`config.mk`:
```
export PLATFORM = sky130hd
export DESIGN_NAME = hex_display_scheduler_flat
export DESIGN_NICKNAME = d
export VERILOG_FILES = /design/src/rtl/hex_display_scheduler_pkg.sv /design/src/rtl/hex_display_scheduler_if.sv /design/src/rtl/hex_display_scheduler_seg7_nibble.sv /design/src/rtl/hex_display_scheduler.sv /design/src/flat_wrapper.sv
export SDC_FILE = /design/constraint.sdc
export NUM_CORES = 1
export LEC_CHECK = 0
export BUFFER_PORTS_ARGS = -buffer_cell sky130_fd_sc_hd__buf_2
export CAP_MARGIN = 20
export CELL_PAD_IN_SITES_DETAIL_PLACEMENT = 0
export CELL_PAD_IN_SITES_GLOBAL_PLACEMENT = 1
export CORE_MARGIN = 2
export CORE_UTILIZATION = 44
export CTS_CLUSTER_SIZE = 24
export DETAILED_ROUTE_END_ITERATION = 8
export PLACE_DENSITY = 0.91
export SLEW_MARGIN = 5
export SYNTH_ARGS = -nofsm -noshare
export SYNTH_HDL_FRONTEND = slang
export SYNTH_SLANG_ARGS = --single-unit
```
`constraint.sdc`:
```
create_clock -name clk -period 2.8 [get_ports clk]
set_input_delay 0.7 -clock clk [delete_from_list [all_inputs] [get_ports clk]]
set_output_delay 0.7 -clock clk [all_outputs]
set_load 0.01 [all_outputs]
```
`src/rtl/hex_display_scheduler_pkg.sv`:
```
// hex_disp_pkg: segment constants, button code and state enums for the HEX display scheduler.
// Latency: n/a (types, constants and pure functions only).
// Backpressure: n/a.
package hex_disp_pkg;

  // Active-low segment patterns, bit order g..a
  localparam logic [6:0] SEG_DASH  = 7'b0111111;
  localparam logic [6:0] SEG_BLANK = 7'b1111111;
  localparam logic [6:0] SEG_L     = 7'b1000111;
  localparam logic [6:0] SEG_R     = 7'b0101111;
  localparam logic [6:0] SEG_N     = 7'b0101011;

  // Hex digits 0-F, entry n holds the pattern for nibble value n
  localparam logic [15:0][6:0] SEG_HEX = {
    7'b0001110,  // F
    7'b0000110,  // E
    7'b0100001,  // d
    7'b1000110,  // C
    7'b0000011,  // b
    7'b0001000,  // A
    7'b0010000,  // 9
    7'b0000000,  // 8
    7'b1111000,  // 7
    7'b0000010,  // 6
    7'b0010010,  // 5
    7'b0011001,  // 4
    7'b0110000,  // 3
    7'b0100100,  // 2
    7'b1111001,  // 1
    7'b1000000   // 0
  };

  typedef enum logic [1:0] {
    BTN_NONE   = 2'd0,
    BTN_LEFT   = 2'd1,
    BTN_RIGHT  = 2'd2,
    BTN_MIDDLE = 2'd3
  } btn_code_e;

  typedef enum logic [1:0] {
    IDLE = 2'd0,
    POS  = 2'd1,
    BTN  = 2'd2
  } state_e;

  // Glyph shown on hex3 for a latched button code
  function automatic logic [6:0] btn_glyph(input btn_code_e code);
    case (code)
      BTN_LEFT:   return SEG_L;
      BTN_RIGHT:  return SEG_R;
      BTN_MIDDLE: return SEG_N;
      default:    return SEG_BLANK;
    endcase
  endfunction

endpackage

```
`src/rtl/hex_display_scheduler_if.sv`:
```
// hex_display_scheduler_if: strobe inputs and HEX outputs of the display scheduler.
// Latency: n/a (wires only).
// Backpressure: none; busy is status only, strobes are never refused.
interface hex_display_scheduler_if;

  logic       clear;
  logic       pos_valid;
  logic [7:0] pos_x;
  logic [7:0] pos_y;
  logic       btn_valid;
  logic [1:0] btn_code;
  logic       busy;
  logic [6:0] hex_0;
  logic [6:0] hex_1;
  logic [6:0] hex_2;
  logic [6:0] hex_3;

  // Cursor/mouse side
  modport master (
    output clear, pos_valid, pos_x, pos_y, btn_valid, btn_code,
    input  busy, hex_0, hex_1, hex_2, hex_3
  );

  // Scheduler side
  modport slave (
    input  clear, pos_valid, pos_x, pos_y, btn_valid, btn_code,
    output busy, hex_0, hex_1, hex_2, hex_3
  );

endinterface

```
`src/rtl/hex_display_scheduler_seg7_nibble.sv`:
```
// seg7_nibble: converts one 4-bit value to an active-low 7-segment pattern (g..a).
// Latency: combinational.
// Backpressure: none.
module seg7_nibble
  import hex_disp_pkg::*;
(
  input  logic [3:0] nib,
  output logic [6:0] seg
);

  // Table lookup of the hex digit pattern
  always_comb begin
    seg = SEG_HEX[nib];
  end

endmodule

```
`src/rtl/hex_display_scheduler.sv`:
```
// hex_display_scheduler: shares HEX3..HEX0 between cursor position and a timed button glyph; HEX_BLINK_EN blinks the glyph.
// Latency: state/data load on the strobe edge, hex_* one edge later, busy combinational from state.
// Backpressure: none; every strobe is accepted, busy only reports the button hold.
module hex_display_scheduler
  import hex_disp_pkg::*;
#(
  parameter int HOLD_CYCLES  = 25_000_000,
  parameter int BLINK_CYCLES = 6_250_000
) (
  input  logic                    clk,
  input  logic                    reset,
  hex_display_scheduler_if.slave  bus
);

  localparam int              TW         = $clog2(HOLD_CYCLES);
  localparam logic [TW-1:0]   TIMER_LOAD = TW'(HOLD_CYCLES - 1);

  if (HOLD_CYCLES < 2 || BLINK_CYCLES < 1) begin : g_param_chk
    $error("hex_display_scheduler: HOLD_CYCLES must be >= 2 and BLINK_CYCLES >= 1");
  end

  state_e          state;
  logic [7:0]      cur_x;
  logic [7:0]      cur_y;
  logic            have_pos;
  logic [TW-1:0]   timer;
  btn_code_e       code_q;
  logic [6:0]      hex_0_q, hex_1_q, hex_2_q, hex_3_q;
  logic [6:0]      seg_x1, seg_x0, seg_y1, seg_y0;
  logic [6:0]      glyph_seg;
  logic            btn_hit;

  assign btn_hit = bus.btn_valid && (bus.btn_code != 2'd0);

  seg7_nibble u_seg_x1 (.nib(cur_x[7:4]), .seg(seg_x1));
  seg7_nibble u_seg_x0 (.nib(cur_x[3:0]), .seg(seg_x0));
  seg7_nibble u_seg_y1 (.nib(cur_y[7:4]), .seg(seg_y1));
  seg7_nibble u_seg_y0 (.nib(cur_y[3:0]), .seg(seg_y0));

`ifdef HEX_BLINK_EN
  localparam int            BW       = (BLINK_CYCLES > 1) ? $clog2(BLINK_CYCLES) : 1;
  localparam logic [BW-1:0] BLINK_LAST = BW'(BLINK_CYCLES - 1);

  logic [BW-1:0] blink_cnt;
  logic          blink_off;

  // Blink phase: restarts on every button event, runs only while holding a glyph
  always_ff @(posedge clk) begin
    if (reset || bus.clear || btn_hit || state != BTN) begin
      blink_cnt <= '0;
      blink_off <= 1'b0;
    end else if (blink_cnt == BLINK_LAST) begin
      blink_cnt <= '0;
      blink_off <= ~blink_off;
    end else begin
      blink_cnt <= blink_cnt + BW'(1);
    end
  end

  // Glyph alternates with blank, glyph first
  always_comb begin
    glyph_seg = blink_off ? SEG_BLANK : btn_glyph(code_q);
  end
`else
  // Steady glyph
  always_comb begin
    glyph_seg = btn_glyph(code_q);
  end
`endif

  // Scheduler FSM with position/button capture and registered HEX outputs
  always_ff @(posedge clk) begin
    if (reset || bus.clear) begin
      state    <= IDLE;
      cur_x    <= '0;
      cur_y    <= '0;
      have_pos <= 1'b0;
      timer    <= '0;
      code_q   <= BTN_NONE;
      hex_0_q  <= SEG_DASH;
      hex_1_q  <= SEG_DASH;
      hex_2_q  <= SEG_DASH;
      hex_3_q  <= SEG_DASH;
    end else begin
      // Position is captured in every state; during BTN it waits for the hold to end
      if (bus.pos_valid) begin
        cur_x    <= bus.pos_x;
        cur_y    <= bus.pos_y;
        have_pos <= 1'b1;
      end

      case (state)
        IDLE: begin
          if (btn_hit) begin
            state  <= BTN;
            code_q <= btn_code_e'(bus.btn_code);
            timer  <= TIMER_LOAD;
          end else if (bus.pos_valid) begin
            state <= POS;
          end
        end
        POS: begin
          if (btn_hit) begin
            state  <= BTN;
            code_q <= btn_code_e'(bus.btn_code);
            timer  <= TIMER_LOAD;
          end
        end
        BTN: begin
          if (btn_hit) begin
            code_q <= btn_code_e'(bus.btn_code);
            timer  <= TIMER_LOAD;
          end else if (timer == '0) begin
            state <= (have_pos || bus.pos_valid) ? POS : IDLE;
          end else begin
            timer <= timer - TW'(1);
          end
        end
        default: state <= IDLE;
      endcase

      // Display follows the state/data held before this edge
      case (state)
        POS: begin
          hex_3_q <= seg_x1;
          hex_2_q <= seg_x0;
          hex_1_q <= seg_y1;
          hex_0_q <= seg_y0;
        end
        BTN: begin
          hex_3_q <= glyph_seg;
          hex_2_q <= SEG_DASH;
          hex_1_q <= SEG_DASH;
          hex_0_q <= SEG_DASH;
        end
        default: begin
          hex_3_q <= SEG_DASH;
          hex_2_q <= SEG_DASH;
          hex_1_q <= SEG_DASH;
          hex_0_q <= SEG_DASH;
        end
      endcase
    end
  end

  assign bus.busy  = (state == BTN);
  assign bus.hex_0 = hex_0_q;
  assign bus.hex_1 = hex_1_q;
  assign bus.hex_2 = hex_2_q;
  assign bus.hex_3 = hex_3_q;

endmodule

```
`src/flat_wrapper.sv`:
```
// flat-port wrapper written by rule: the top's interface ports become plain ports
module hex_display_scheduler_flat import hex_disp_pkg::*;
#(
  parameter int HOLD_CYCLES  = 25_000_000,
  parameter int BLINK_CYCLES = 6_250_000
)
  (clk, reset, bus_clear, bus_pos_valid, bus_pos_x, bus_pos_y, bus_btn_valid, bus_btn_code, bus_busy, bus_hex_0, bus_hex_1, bus_hex_2, bus_hex_3);
  hex_display_scheduler_if bus_i ();
  input  logic clk;
  input  logic reset;
  input wire logic [$bits(bus_i.clear)-1:0] bus_clear;
  input wire logic [$bits(bus_i.pos_valid)-1:0] bus_pos_valid;
  input wire logic [$bits(bus_i.pos_x)-1:0] bus_pos_x;
  input wire logic [$bits(bus_i.pos_y)-1:0] bus_pos_y;
  input wire logic [$bits(bus_i.btn_valid)-1:0] bus_btn_valid;
  input wire logic [$bits(bus_i.btn_code)-1:0] bus_btn_code;
  output wire logic [$bits(bus_i.busy)-1:0] bus_busy;
  output wire logic [$bits(bus_i.hex_0)-1:0] bus_hex_0;
  output wire logic [$bits(bus_i.hex_1)-1:0] bus_hex_1;
  output wire logic [$bits(bus_i.hex_2)-1:0] bus_hex_2;
  output wire logic [$bits(bus_i.hex_3)-1:0] bus_hex_3;
  assign bus_i.clear = bus_clear;
  assign bus_i.pos_valid = bus_pos_valid;
  assign bus_i.pos_x = bus_pos_x;
  assign bus_i.pos_y = bus_pos_y;
  assign bus_i.btn_valid = bus_btn_valid;
  assign bus_i.btn_code = bus_btn_code;
  assign bus_busy = bus_i.busy;
  assign bus_hex_0 = bus_i.hex_0;
  assign bus_hex_1 = bus_i.hex_1;
  assign bus_hex_2 = bus_i.hex_2;
  assign bus_hex_3 = bus_i.hex_3;
  hex_display_scheduler #(.HOLD_CYCLES(HOLD_CYCLES), .BLINK_CYCLES(BLINK_CYCLES)) u_core (.clk(clk), .reset(reset), .bus(bus_i));
endmodule
```
==> run summary <==
Routed vias: 3702
Post-route minimum period: 2.51 ns
Max incr delay on CP: 0.60 ns
Initial Utilization: 45.3%
Cell Count, Final, Fillers Out: 639
Worst path slowest cell: or4_1
Compound-Gate Fraction of Synth Area: 21.6%
CTS tree: done
GRT overflow: 0
Synth top area cells: dfxtp_1 (39%), ha_1 (9.0%), mux2i_1 (5.3%)
Hpwl dp: 6860 um
Post-Syn Nets: 529
Crit path launch: u_core.timer[2]
Die width: 101 um
Routed WL: 9580 um
Drt initial violations: 191
Largest family of logic cells by synthesized area: compound AO/OA/AOI/OAI gates
Clk sinks: 81
CP Capture Type: register
Area Overhead vs Synth: 15.0%
Post-CTS sizing: 0
Synth Warn #: 0
Core area: 0.00920 mm2
Synth Area in Adders: 9.02%
Total die area: 0.0103 mm2
Number of global-route vias before repair: 3457
Outcome: complete, no violations
Ys async rst share: 0%
Hold Crit Start: u_core.seg_x1[3]
CTS buffer count: 9
Setup-failing EPs final: 0
CTS Hold Bufs: 0
Vias per inst: 5.79
Worst Hold Class: reg -> reg
Startpoint types: register
First-pass GRT wire length: 15900 um
Ports: 52
Most used cell, CP: or4_1
Routed len/inst: 15.0 um
GRT Total Usage: 19.2%
Cells along the critical path: or4_1, or3_1, or4_1, o311ai_1, o41ai_1
Setup Skew: 0.00731 ns
Pwr dens: 571 mW/mm2
Post-CTS Setup Bufs: 0
Initial antenna violation count: 0
Most frequent cell after synthesis: dfxtp_1
Clock slew at reported path FFs: 0.09 ns
Setup TNS: 0 ns
Yosys reg bits: 81
Unrepaired setup endpoints after global routing: false
Drt first pass iters: 5
Final period utilization: 89.8%
Synth top area share: 39.0%
Worst-path maximum fanout: 8
Largest area contributor in the netlist: dfxtp_1
EDFF count, synth: 0
Top FF cell, synth: dfxtp_1
Register area share after synthesis: 39.0%
Final Hold Fails: 0
Share of layout cells above drive strength 1: 17.2%
Synth top cells by count: dfxtp_1 (81), nor2_1 (40), o21ai_0 (33)
Nets@finish: 576
Post-route ant nets: 0
Mux share of post-synthesis cell area: 6.64%
Clock latency on the worst-skew pair: 0.36 ns
Worst-Margin Slew: 0.825 ns
H-tree levels: 3
Pin count of the biggest net entering global routing: 36
Synth Area per Inst: 8.74 um2
Worst EP required: 3.03 ns
XOR/XNOR share of the synthesized area: 0%
Worst path bufs/invs: 0
Diodes inserted: 0
Number of remaining DRC errors: 0
Number of max-cap violations: 0
CTS Buffer Depth: 2
Routability Congestion: 0.883
Crit Path Class: reg -> reg
Fin. max-slew vios: 0
Post-synthesis cell area: 0.00416 mm2
Fmax: 0.398 GHz
Rel. slew slack: 44.5%
Leak Pwr: 1.89 nW
Maximum VDD drop: 0.000357 V
Num rows: 35
Arr. time, crit path: 2.74 ns
Post-Synth Simple-Gate Area: 19.1%
Synth Instances: 476
CP top delay family: simple AND/OR/NAND/NOR gates
Buffers on Ports: 51
Die Y: 101 um
Placed cell count: 623
Root Buffer Master: clkbuf_8
Reg-to-Reg Start: u_core.timer[2]
Yosys cell types: 55
cell usage in the layout, fill, tap and decap left out, types with 3 or more instances in the layout:
| master | n |
|---|---|
| a2bb2oi_1 | 3 |
| nor3_1 | 8 |
| o21ai_1 | 3 |
| inv_1 | 25 |
| nor2b_1 | 4 |
| o21a_1 | 5 |
| dfxtp_1 | 81 |
| buf_4 | 11 |
| ha_1 | 30 |
| nor4_1 | 7 |
| buf_2 | 51 |
| o311ai_0 | 3 |
| mux2i_1 | 22 |
| or3_1 | 14 |
| and2_1 | 3 |
| a22o_1 | 3 |
| nand3_1 | 7 |
| o21ai_0 | 32 |
| nor2_1 | 40 |
| a211o_1 | 3 |
| and3_1 | 3 |
| bufinv_16 | 3 |
| a311oi_1 | 8 |
| or4_1 | 10 |
| or2_2 | 4 |
| clkbuf_8 | 9 |
| nand2b_1 | 6 |
| o211ai_1 | 10 |
| nand4_1 | 3 |
| nand2_1 | 30 |
| o31ai_1 | 9 |
| or4_4 | 3 |
| a21oi_1 | 31 |
| a31oi_1 | 13 |
registers in the layout, summed over array words and instances (netlist names):
register	cells
u_core.timer	25
u_core.code_q	2
u_core.have_pos	1
u_core.bus.hex_3	7
u_core.cur_x	8
u_core.cur_y	8
u_core.bus.hex_1	7
u_core.bus.hex_0	7
u_core.state	2
u_core.seg_x1	7
u_core.bus.hex_2	7
final timing paths:
| kind | cells after the start | slack [ns] | endpoint |
|---|---|---|---|
| min reg2reg | 2 | 0.43 | u_core.bus.hex_3[3] |
| max reg2reg | 5 | 0.29 | u_core.timer[23] |
| max | 5 | 0.29 | u_core.timer[23] |
| min | 2 | 0.43 | u_core.bus.hex_3[3] |
worst min-delay path, cell delays in order, from the launching register on:
cell     delay [ns]
dfxtp_1        0.31
nand2_1        0.04
nand2_1        0.05
area by class of cell:
type | instances | area (um2)
Multi-Input combinational cell | 344 | 2350
Sequential cell | 81 | 1620
Tap cell | 111 | 139
Clock buffer | 9 | 124
Fill cell | 836 | 4410
Timing Repair Buffer | 62 | 338
Inverter | 25 | 93.8
Clock inverter | 7 | 124
metrics by stage:
| stage | util, % | hold WS (ns) | power, W | area (um2) | setup WS [ns] |
|---|---|---|---|---|---|
| after floorplan | - | 0.403 | 0.00158 | 4160 | 0.483 |
| after global placement | 49.3 | 0.414 | 0.00169 | 4540 | 0.338 |
| after detailed placement | 49.3 | 0.410 | 0.00170 | 4540 | 0.322 |
| after CTS | 52.0 | 0.429 | 0.00275 | 4790 | 0.306 |
| after global routing | 52.0 | 0.449 | 0.00285 | 4790 | 0.120 |
| final | 52.0 | 0.432 | 0.00273 | 4790 | 0.286 |
per-layer routing:
metal  up-vias  wire length (um)  track usage (%)
li1       1846                 -                -
met1      1736              4530             24.9
met2       107              4490             31.5
met3        13               453             4.07
met4         0               111             6.96
met5         -                 0                0
cells by family after synthesis:
logic type | Yosys count
buf+inv | 51
compound gates | 138
mux | 25
flops | 81
simple gates | 151
fa+ha+maj | 30
power breakdown:
group	switching, W	internal [W]	leakage (nW)
Sequential	0.0000495	0.00120	0.660
Combinational	0.000253	0.000181	1.11
Clock	0.000449	0.000600	0.120
Note: power is estimated with default switching activity, not from simulation.
